$ cat config.mk
export PLATFORM = sky130hd
export DESIGN_NAME = regfile_sb
export DESIGN_NICKNAME = d
export VERILOG_FILES = /design/src/rtl/regfile_pkg.sv /design/src/rtl/regfile_sb_sb_bits.sv /design/src/rtl/regfile_sb.sv
export SDC_FILE = /design/constraint.sdc
export NUM_CORES = 2
export LEC_CHECK = 0
export CORE_AREA = 3 3 447 449
export CTS_CLUSTER_DIAMETER = 150
export DETAILED_ROUTE_END_ITERATION = 6
export DIE_AREA = 0 0 450 452
export SYNTH_ARGS = -nofsm -noshare
export SYNTH_HDL_FRONTEND = slang
export SYNTH_SLANG_ARGS = --single-unit
$ cat constraint.sdc
create_clock -name clk -period 96.6 [get_ports clk]
set_input_delay 24.15 -clock clk [delete_from_list [all_inputs] [get_ports clk]]
set_output_delay 24.15 -clock clk [all_outputs]
set_load 0.05 [all_outputs]
$ cat src/rtl/regfile_pkg.sv
// Shared constants and helpers for the parametrised register file and its scoreboard.
package regfile_pkg;

  localparam int unsigned XLEN_DEF = 32;
  localparam int unsigned NREG_DEF = 32;
  localparam int unsigned ZERO_REG = 0;

  // Low bit of element idx in a flattened bus of width-sized elements.
  function automatic int unsigned slice_lo(input int unsigned idx, input int unsigned width);
    return idx * width;
  endfunction

endpackage

$ cat src/rtl/regfile_sb_sb_bits.sv
// Per-register pending-write bits plus a registered population count of them.
module sb_bits
  import regfile_pkg::*;
#(
  parameter int unsigned NREG = NREG_DEF,
  localparam int unsigned AW  = $clog2(NREG)
) (
  input  logic            clk,
  input  logic            rst,
  input  logic            set,
  input  logic [AW-1:0]   set_addr,
  input  logic            clr,
  input  logic [AW-1:0]   clr_addr,
  output logic [NREG-1:0] busy,
  output logic [AW:0]     cnt
);

  logic [NREG-1:0] busy_nxt;
  logic [AW:0]     cnt_nxt;

  // Clear is applied before set so a same-cycle re-issue keeps the bit.
  always_comb begin
    busy_nxt = busy;
    if (clr) busy_nxt[clr_addr] = 1'b0;
    if (set) busy_nxt[set_addr] = 1'b1;
    busy_nxt[ZERO_REG] = 1'b0;
  end

  always_comb begin
    cnt_nxt = '0;
    for (int unsigned k = 0; k < NREG; k++) begin
      cnt_nxt = cnt_nxt + (AW+1)'(busy_nxt[k]);
    end
  end

  always_ff @(posedge clk or posedge rst) begin
    if (rst) begin
      busy <= '0;
      cnt  <= '0;
    end else begin
      busy <= busy_nxt;
      cnt  <= cnt_nxt;
    end
  end

endmodule

$ cat src/rtl/regfile_sb.sv
// Parametrised register file with write-to-read bypass, pending-write scoreboard and debug bus.
module regfile_sb
  import regfile_pkg::*;
#(
  parameter int unsigned XLEN = XLEN_DEF,
  parameter int unsigned NREG = NREG_DEF,
  parameter int unsigned NRD  = 2,
  localparam int unsigned AW  = $clog2(NREG)
) (
  input  logic                 clk,
  input  logic                 rst,
  input  logic [NRD*AW-1:0]    rd_addr,
  output logic [NRD*XLEN-1:0]  rd_data,
  output logic [NRD-1:0]       rd_busy,
  input  logic                 we,
  input  logic [AW-1:0]        wt_addr,
  input  logic [XLEN-1:0]      wt_data,
  input  logic                 iss_set,
  input  logic [AW-1:0]        iss_addr,
  output logic [AW:0]          busy_cnt,
  output logic [NREG*XLEN-1:0] dbg_regs
);

  logic [XLEN-1:0] regs [NREG];
  logic [NREG-1:0] busy;
  logic [AW-1:0]   ra;
  logic            hit_wr;
  logic            hit_iss;

  always_ff @(posedge clk or posedge rst) begin
    if (rst) begin
      for (int unsigned k = 0; k < NREG; k++) begin
        regs[k] <= '0;
      end
    end else if (we && wt_addr != AW'(ZERO_REG)) begin
      regs[wt_addr] <= wt_data;
    end
  end

  sb_bits #(.NREG(NREG)) u_sb (
    .clk      (clk),
    .rst      (rst),
    .set      (iss_set),
    .set_addr (iss_addr),
    .clr      (we),
    .clr_addr (wt_addr),
    .busy     (busy),
    .cnt      (busy_cnt)
  );

  // A same-cycle writeback both supplies the data and releases the hazard,
  // unless the same register is re-issued in that cycle.
  always_comb begin
    rd_data = '0;
    rd_busy = '0;
    ra      = '0;
    hit_wr  = 1'b0;
    hit_iss = 1'b0;
    for (int unsigned i = 0; i < NRD; i++) begin
      ra      = rd_addr[slice_lo(i, AW) +: AW];
      hit_wr  = we && (wt_addr == ra);
      hit_iss = iss_set && (iss_addr == ra);
      if (ra == AW'(ZERO_REG)) begin
        rd_data[slice_lo(i, XLEN) +: XLEN] = '0;
      end else if (hit_wr) begin
        rd_data[slice_lo(i, XLEN) +: XLEN] = wt_data;
      end else begin
        rd_data[slice_lo(i, XLEN) +: XLEN] = regs[ra];
      end
      rd_busy[i] = busy[ra] & ~(hit_wr & ~hit_iss);
    end
  end

  always_comb begin
    dbg_regs = '0;
    for (int unsigned k = 1; k < NREG; k++) begin
      dbg_regs[slice_lo(k, XLEN) +: XLEN] = regs[k];
    end
  end

endmodule
Yosys cells after proc, flatten, opt, wreduce, memory -nomap -nowiden
Cells that the tools add are included.
- register bits: 1061
- input bits: 56
- logic and storage cells: 126
- add/sub/neg operators: 30
- magnitude comparators: 10
- equal/unequal tests: 4
- mux-type cells: 23
- bitwise operators: 14
- reductions and logical operators: 11
- operators with widths (cell ; count):
    1024-bit bitwise mux ; 1
    32-bit two-way mux ; 11
    32-bit binary-select mux with 5-bit select ; 2
    6-bit by 1-bit adder with 6-bit output ; 29
    32-bit demux with 5-bit select ; 1
    32-bit bitwise AND ; 1
    32-bit NOT ; 1
    32-bit bitwise OR ; 1
    5-bit by 6-bit less-than comparator with 1-bit output (second input constant) ; 4
    5-bit equality test ; 4
    6-bit >= comparator (second input constant) ; 3
    5-bit NOT with 6-bit output ; 3
    1-bit binary-select mux with 5-bit select ; 2
    1-bit demux with 5-bit select ; 2
    5-bit by 1-bit >= comparator with 1-bit output (second input constant) ; 2
    5-bit logical NOT ; 2
    1-bit logical AND ; 8
    6-bit by 1-bit less-than comparator with 1-bit output (second input constant) ; 1
    5-bit nonzero test ; 1
    1-bit bitwise AND ; 4
    1-bit two-way mux ; 4
    1-bit NOT ; 4
    1-bit by 1-bit adder with 2-bit output ; 1

Depth between registers and ports, before layout
- depth after elaboration: 39
- gate-level depth with buffers: 23

Cells and area by module
From an unflattened synthesis, not the netlist that was laid out.
- cells, all modules: 5118
- area total of the unflattened synthesis: 65917.0 µm²
- by module, submodules not included (module ; instances ; cells an instance ; area each (µm²)):
    regfile_sb ; 1 ; 4904 ; 63617.3
    sb_bits ; 1 ; 214 ; 2299.7

Worst setup path after synthesis
Ideal clock, no wire load.
- path type: in2out
- start: input port rd_addr[5]
- end: output port rd_data[42]
- data arrival time: 26265 ps
- path slack: 46185 ps
- stages on the path: 9
- buffers on the path: 5
- cell sequence: buf_4 -> buf_4 -> buf_6 -> buf_4 -> buf_2 -> mux2i_1 -> a22oi_1 -> nand3_1 -> a31oi_1
- cells in the longest elaborated chain, start to end: 6
- elaborated cells between the ends (all ways): 9
- those cells by class: eq/ne: 1; mux: 5; bitwise: 1; reduce/logical: 2
- ends and longest elaborated chain (item ; line ; text):
    start: declaration ; regfile_sb.sv:12 ; input logic [NRD*AW-1:0] rd_addr,
    5-bit NOT with 6-bit output (implied by the code) ; regfile_sb.sv:68 ; rd_data[slice_lo(i, XLEN) +: XLEN] = regs[ra];
    32-bit binary-select mux with 5-bit select ; regfile_sb.sv:68 ;
    32-bit two-way mux (implied by the code) (2 in a row) ; regfile_sb.sv:68 ;
    32-bit two-way mux ; regfile_sb.sv:65 ; end else if (hit_wr) begin
    32-bit two-way mux * ; regfile_sb.sv:63 ; if (ra == AW'(ZERO_REG)) begin
    end: declaration ; regfile_sb.sv:13 ; output logic [NRD*XLEN-1:0] rd_data,
Every way passes the cells marked *; elsewhere a longest branch is shown, timed or not. The select of a mux whose other input is x is not followed.

Final worst setup path
- start: input port rd_addr[5]
- end: output port rd_data[43]
The elaborated chain is that of the path after synthesis.

==> metrics.md <==
| Metric | Value |
|---|---|
| Max Fclk | between 15 and 20 MHz |
| Max_cap viols | 0 |
| Final Net Count | 5210 |
| Hold Path Sink | regs[1001]$_DFFE_PP0P_ |
| Post-synth ARST share | 1.00 |
| Ports | 1152 |
| Tcrit/Tclk final | 0.554 |
| Synth unique cells | 58 |
| #FFs+latches synth | 1061 |
| Average size of a mapped cell | 12.7 µm² |
| NetSw | roughly 0.95 mW |
| CTS Hold Bufs | 0 |
| DRC violations left | 0 |
| Max Clock Skew | roughly 0.0085 ns |
| Synthesized area | between 0.06 and 0.07 mm² |
| Via count | roughly 47k |
| Resized cells post-CTS | 0 |
| TritonCTS clock tree | done |
| TNS Setup | 0 ns |
| Fill cells | 18.7k |
| Worst setup path class | in2out |
| Max transition margin | 0.205 |
| Final setup fails | 0 |
| Startpoint class of the critical path | primary input |
| Syn Inst Count | 5178 |
| GRT Residual Overflow | 0 |
| Register-to-Register Path Depth | 17 |
| CTS sink cnt | 1061 |
| Net Sw Frac | 0.441 |
| Final Slew Violations | 0 |
| Reg power frac | 0.300 |
| Initial antenna violation count | 37 |
| Lkg Pwr | 32.5 nW |
| Gr usage total | 0.313 |
| Post-route antenna net violation count | 0 |
| Crit end category | primary output |
| Vias in the first global route | 46.6k |
| Final hold vios | 0 |
| Chip height | 452 µm |
| Reg2reg end | u_sb.cnt[4]$_DFF_PP0_ |
| Number of vias per cell | 5.97 |
| Syn-to-layout area delta | 16.6% |
| Worst skew pair latency | 0.79 ns |
| Hold/Removal Path Class | reg2reg |
| Layout cells sized above 1 | 0.349 |
| Largest net degree at the start of global routing | around 170 |
| Status | finished, final reports clean |
| Hold path depth | 0 |
| Req. time, crit path | 72.45 ns |
| Total power | 2.15 mW |
| TritonRoute pass-1 iters | 5 |
| RePlAce Congestion | ~0.92 |
| Clock share of power | 0.243 |
| RSZ-0062 raised after global routing | false |
| Hold Crit Start | regs[1001]$_DFFE_PP0P_ |
| Clock slew at reported path FFs | 0.06 ns |
| Setup Fix Bufs, Post-CTS | 0 |
| Site Rows | 163 |
| Comb power frac | 0.457 |
| Most common cell after layout, fill and taps aside | clkdlybuf4s50_1 |
| Chip width | 450 µm |
| Routed WL | approximately 330000 µm |
| Port Buffers | 1119 |
| CP startpoint | rd_addr[5] |
| Post-synth EDFFs | 0 |
| Critical R2R Launch | u_sb.busy[2]$_DFF_PP0_ |
| Synth warnings | 0 |
| Flop-to-flop setup slack | 91.37 ns |
| HPWL Detailed | between 200000 and 250000 µm |
| CP Data Arrival Time | between 20 and 30 ns |
| First-pass GRT wire length | ~440000 µm |
| Crit Path Max Fanout | 61 |
| H-tree levels | 4 |
| Pwr dens | 28.1 mW/mm² |
| Core Area | about 0.20 mm² |
| Max VDD drop | 58.1 µV |
| Clock root cell | clkbuf_16 |
| Seq/Total Area, Yosys | 0.405 |
| Starting Density | 0.333 |
| Die ar. | 0.203 mm² |
| Int Pwr | 1.20 mW |
| Commonest cells after routing, fill and taps aside | clkdlybuf4s50_1 (1108), dfrtp_1 (1061), mux2_2 (974) |
| Number of buffers created by CTS | about 130 |
| Actual slew at the worst max-slew pin | around 1.2 ns |
| Synth Flop Type | dfrtp_1 |
| Initial DRC count | 5715 |
| Drt wl/cell | ~42 µm |
| Period minus WS final | 53.53 ns |
| Clk buf depth | 3 |
==> kinds of logic after synthesis <==
family          synth area share
mux                        0.349
other cells            0.0000572
xor+xnor                 0.00307
simple gates              0.0263
compound gates            0.0559
fa+ha+maj                0.00874
flops                      0.405
buf+inv                    0.151
==> per-stage QoR <==
step,hold WS (ns),setup WS [ns],cells,area (µm²),utilization
floorplan,0.425,42.58,5209,65700,-
global placement,0.360,43.00,7629,71900,0.366
detailed placement,0.365,42.98,7629,71900,0.366
CTS,0.378,43.03,7858,76400,0.389
global route,0.387,42.80,7863,76400,0.389
finish,0.376,43.07,7875,76400,0.389
==> registers in the layout, indices dropped and copies added (netlist names) <==
register	count
dbg_regs	992
regs	32
u_sb.cnt	6
u_sb.busy	31
==> power groups by stage <==
| stage | Combinational (mW) | Clock (mW) | Sequential (mW) |
|---|---|---|---|
| 2_1_floorplan | 0.771 | 0 | 0.603 |
| 3_3_place_gp | 0.974 | 0 | 0.643 |
| 3_5_place_dp | 0.979 | 0 | 0.647 |
| 4_1_cts | 0.982 | 0.530 | 0.640 |
| 5_1_grt | 1.02 | 0.547 | 0.653 |
| 6_report | 0.982 | 0.523 | 0.646 |
==> Yosys cell counts, types with 25 or more instances <==
cell type	count	share of area
buf_2	112	0.0086
nand3_1	25	0.0019
nor2b_1	26	0.0025
inv_1	48	0.0027
dfrtp_1	1061	0.41
a211oi_1	33	0.0038
a22oi_1	177	0.020
nand2_1	206	0.012
buf_1	62	0.0036
a21oi_1	79	0.0060
o21ai_0	47	0.0036
mux2i_1	285	0.044
nor2_1	34	0.0019
clkbuf_1	229	0.013
buf_4	1056	0.12
mux2_2	974	0.17
mux4_2	403	0.14
==> worst max-delay path, stage by stage <==
cell and delay (ns):
buf_8 0.45, buf_4 0.88, buf_4 0.84, buf_4 0.71
mux4_2 0.59, a22oi_1 0.22, a211oi_1 0.11, a21oi_1 0.31
o2bb2ai_1 0.21, clkdlybuf4s50_1 0.75
==> worst max-delay path by stage <==
stage	end	cells after the start
after floorplan	dbg_regs[1000]$_DFFE_PP0P_	1
after global placement	rd_data[43]	10
after detailed placement	rd_data[43]	10
after CTS	rd_data[43]	10
after global routing	rd_data[43]	10
final	rd_data[43]	10
==> final cells by class <==
cell class	instances	area, µm²	share of cell area
multi-input cells	2626	29600	0.387
flip-flops and latches	1061	26600	0.347
repair buffers	1254	12300	0.160
clock buffers	183	3740	0.0489
well taps	2640	3300	0.0432
clock inverters	46	737	0.00964
inverters	48	188	0.00245
diodes	17	42.5	0.000556
==> layer usage <==
| metal | GRT usage | vias up | share of wire |
|---|---|---|---|
| met5 | 0 | - | 0.00030 |
| met4 | 0.198 | 14 | 0.073 |
| met3 | 0.0966 | 771 | 0.10 |
| met2 | 0.478 | 3140 | 0.45 |
| met1 | 0.386 | 25229 | 0.38 |
| li1 | - | 17873 | - |
Power figures use the tool's default switching activity.
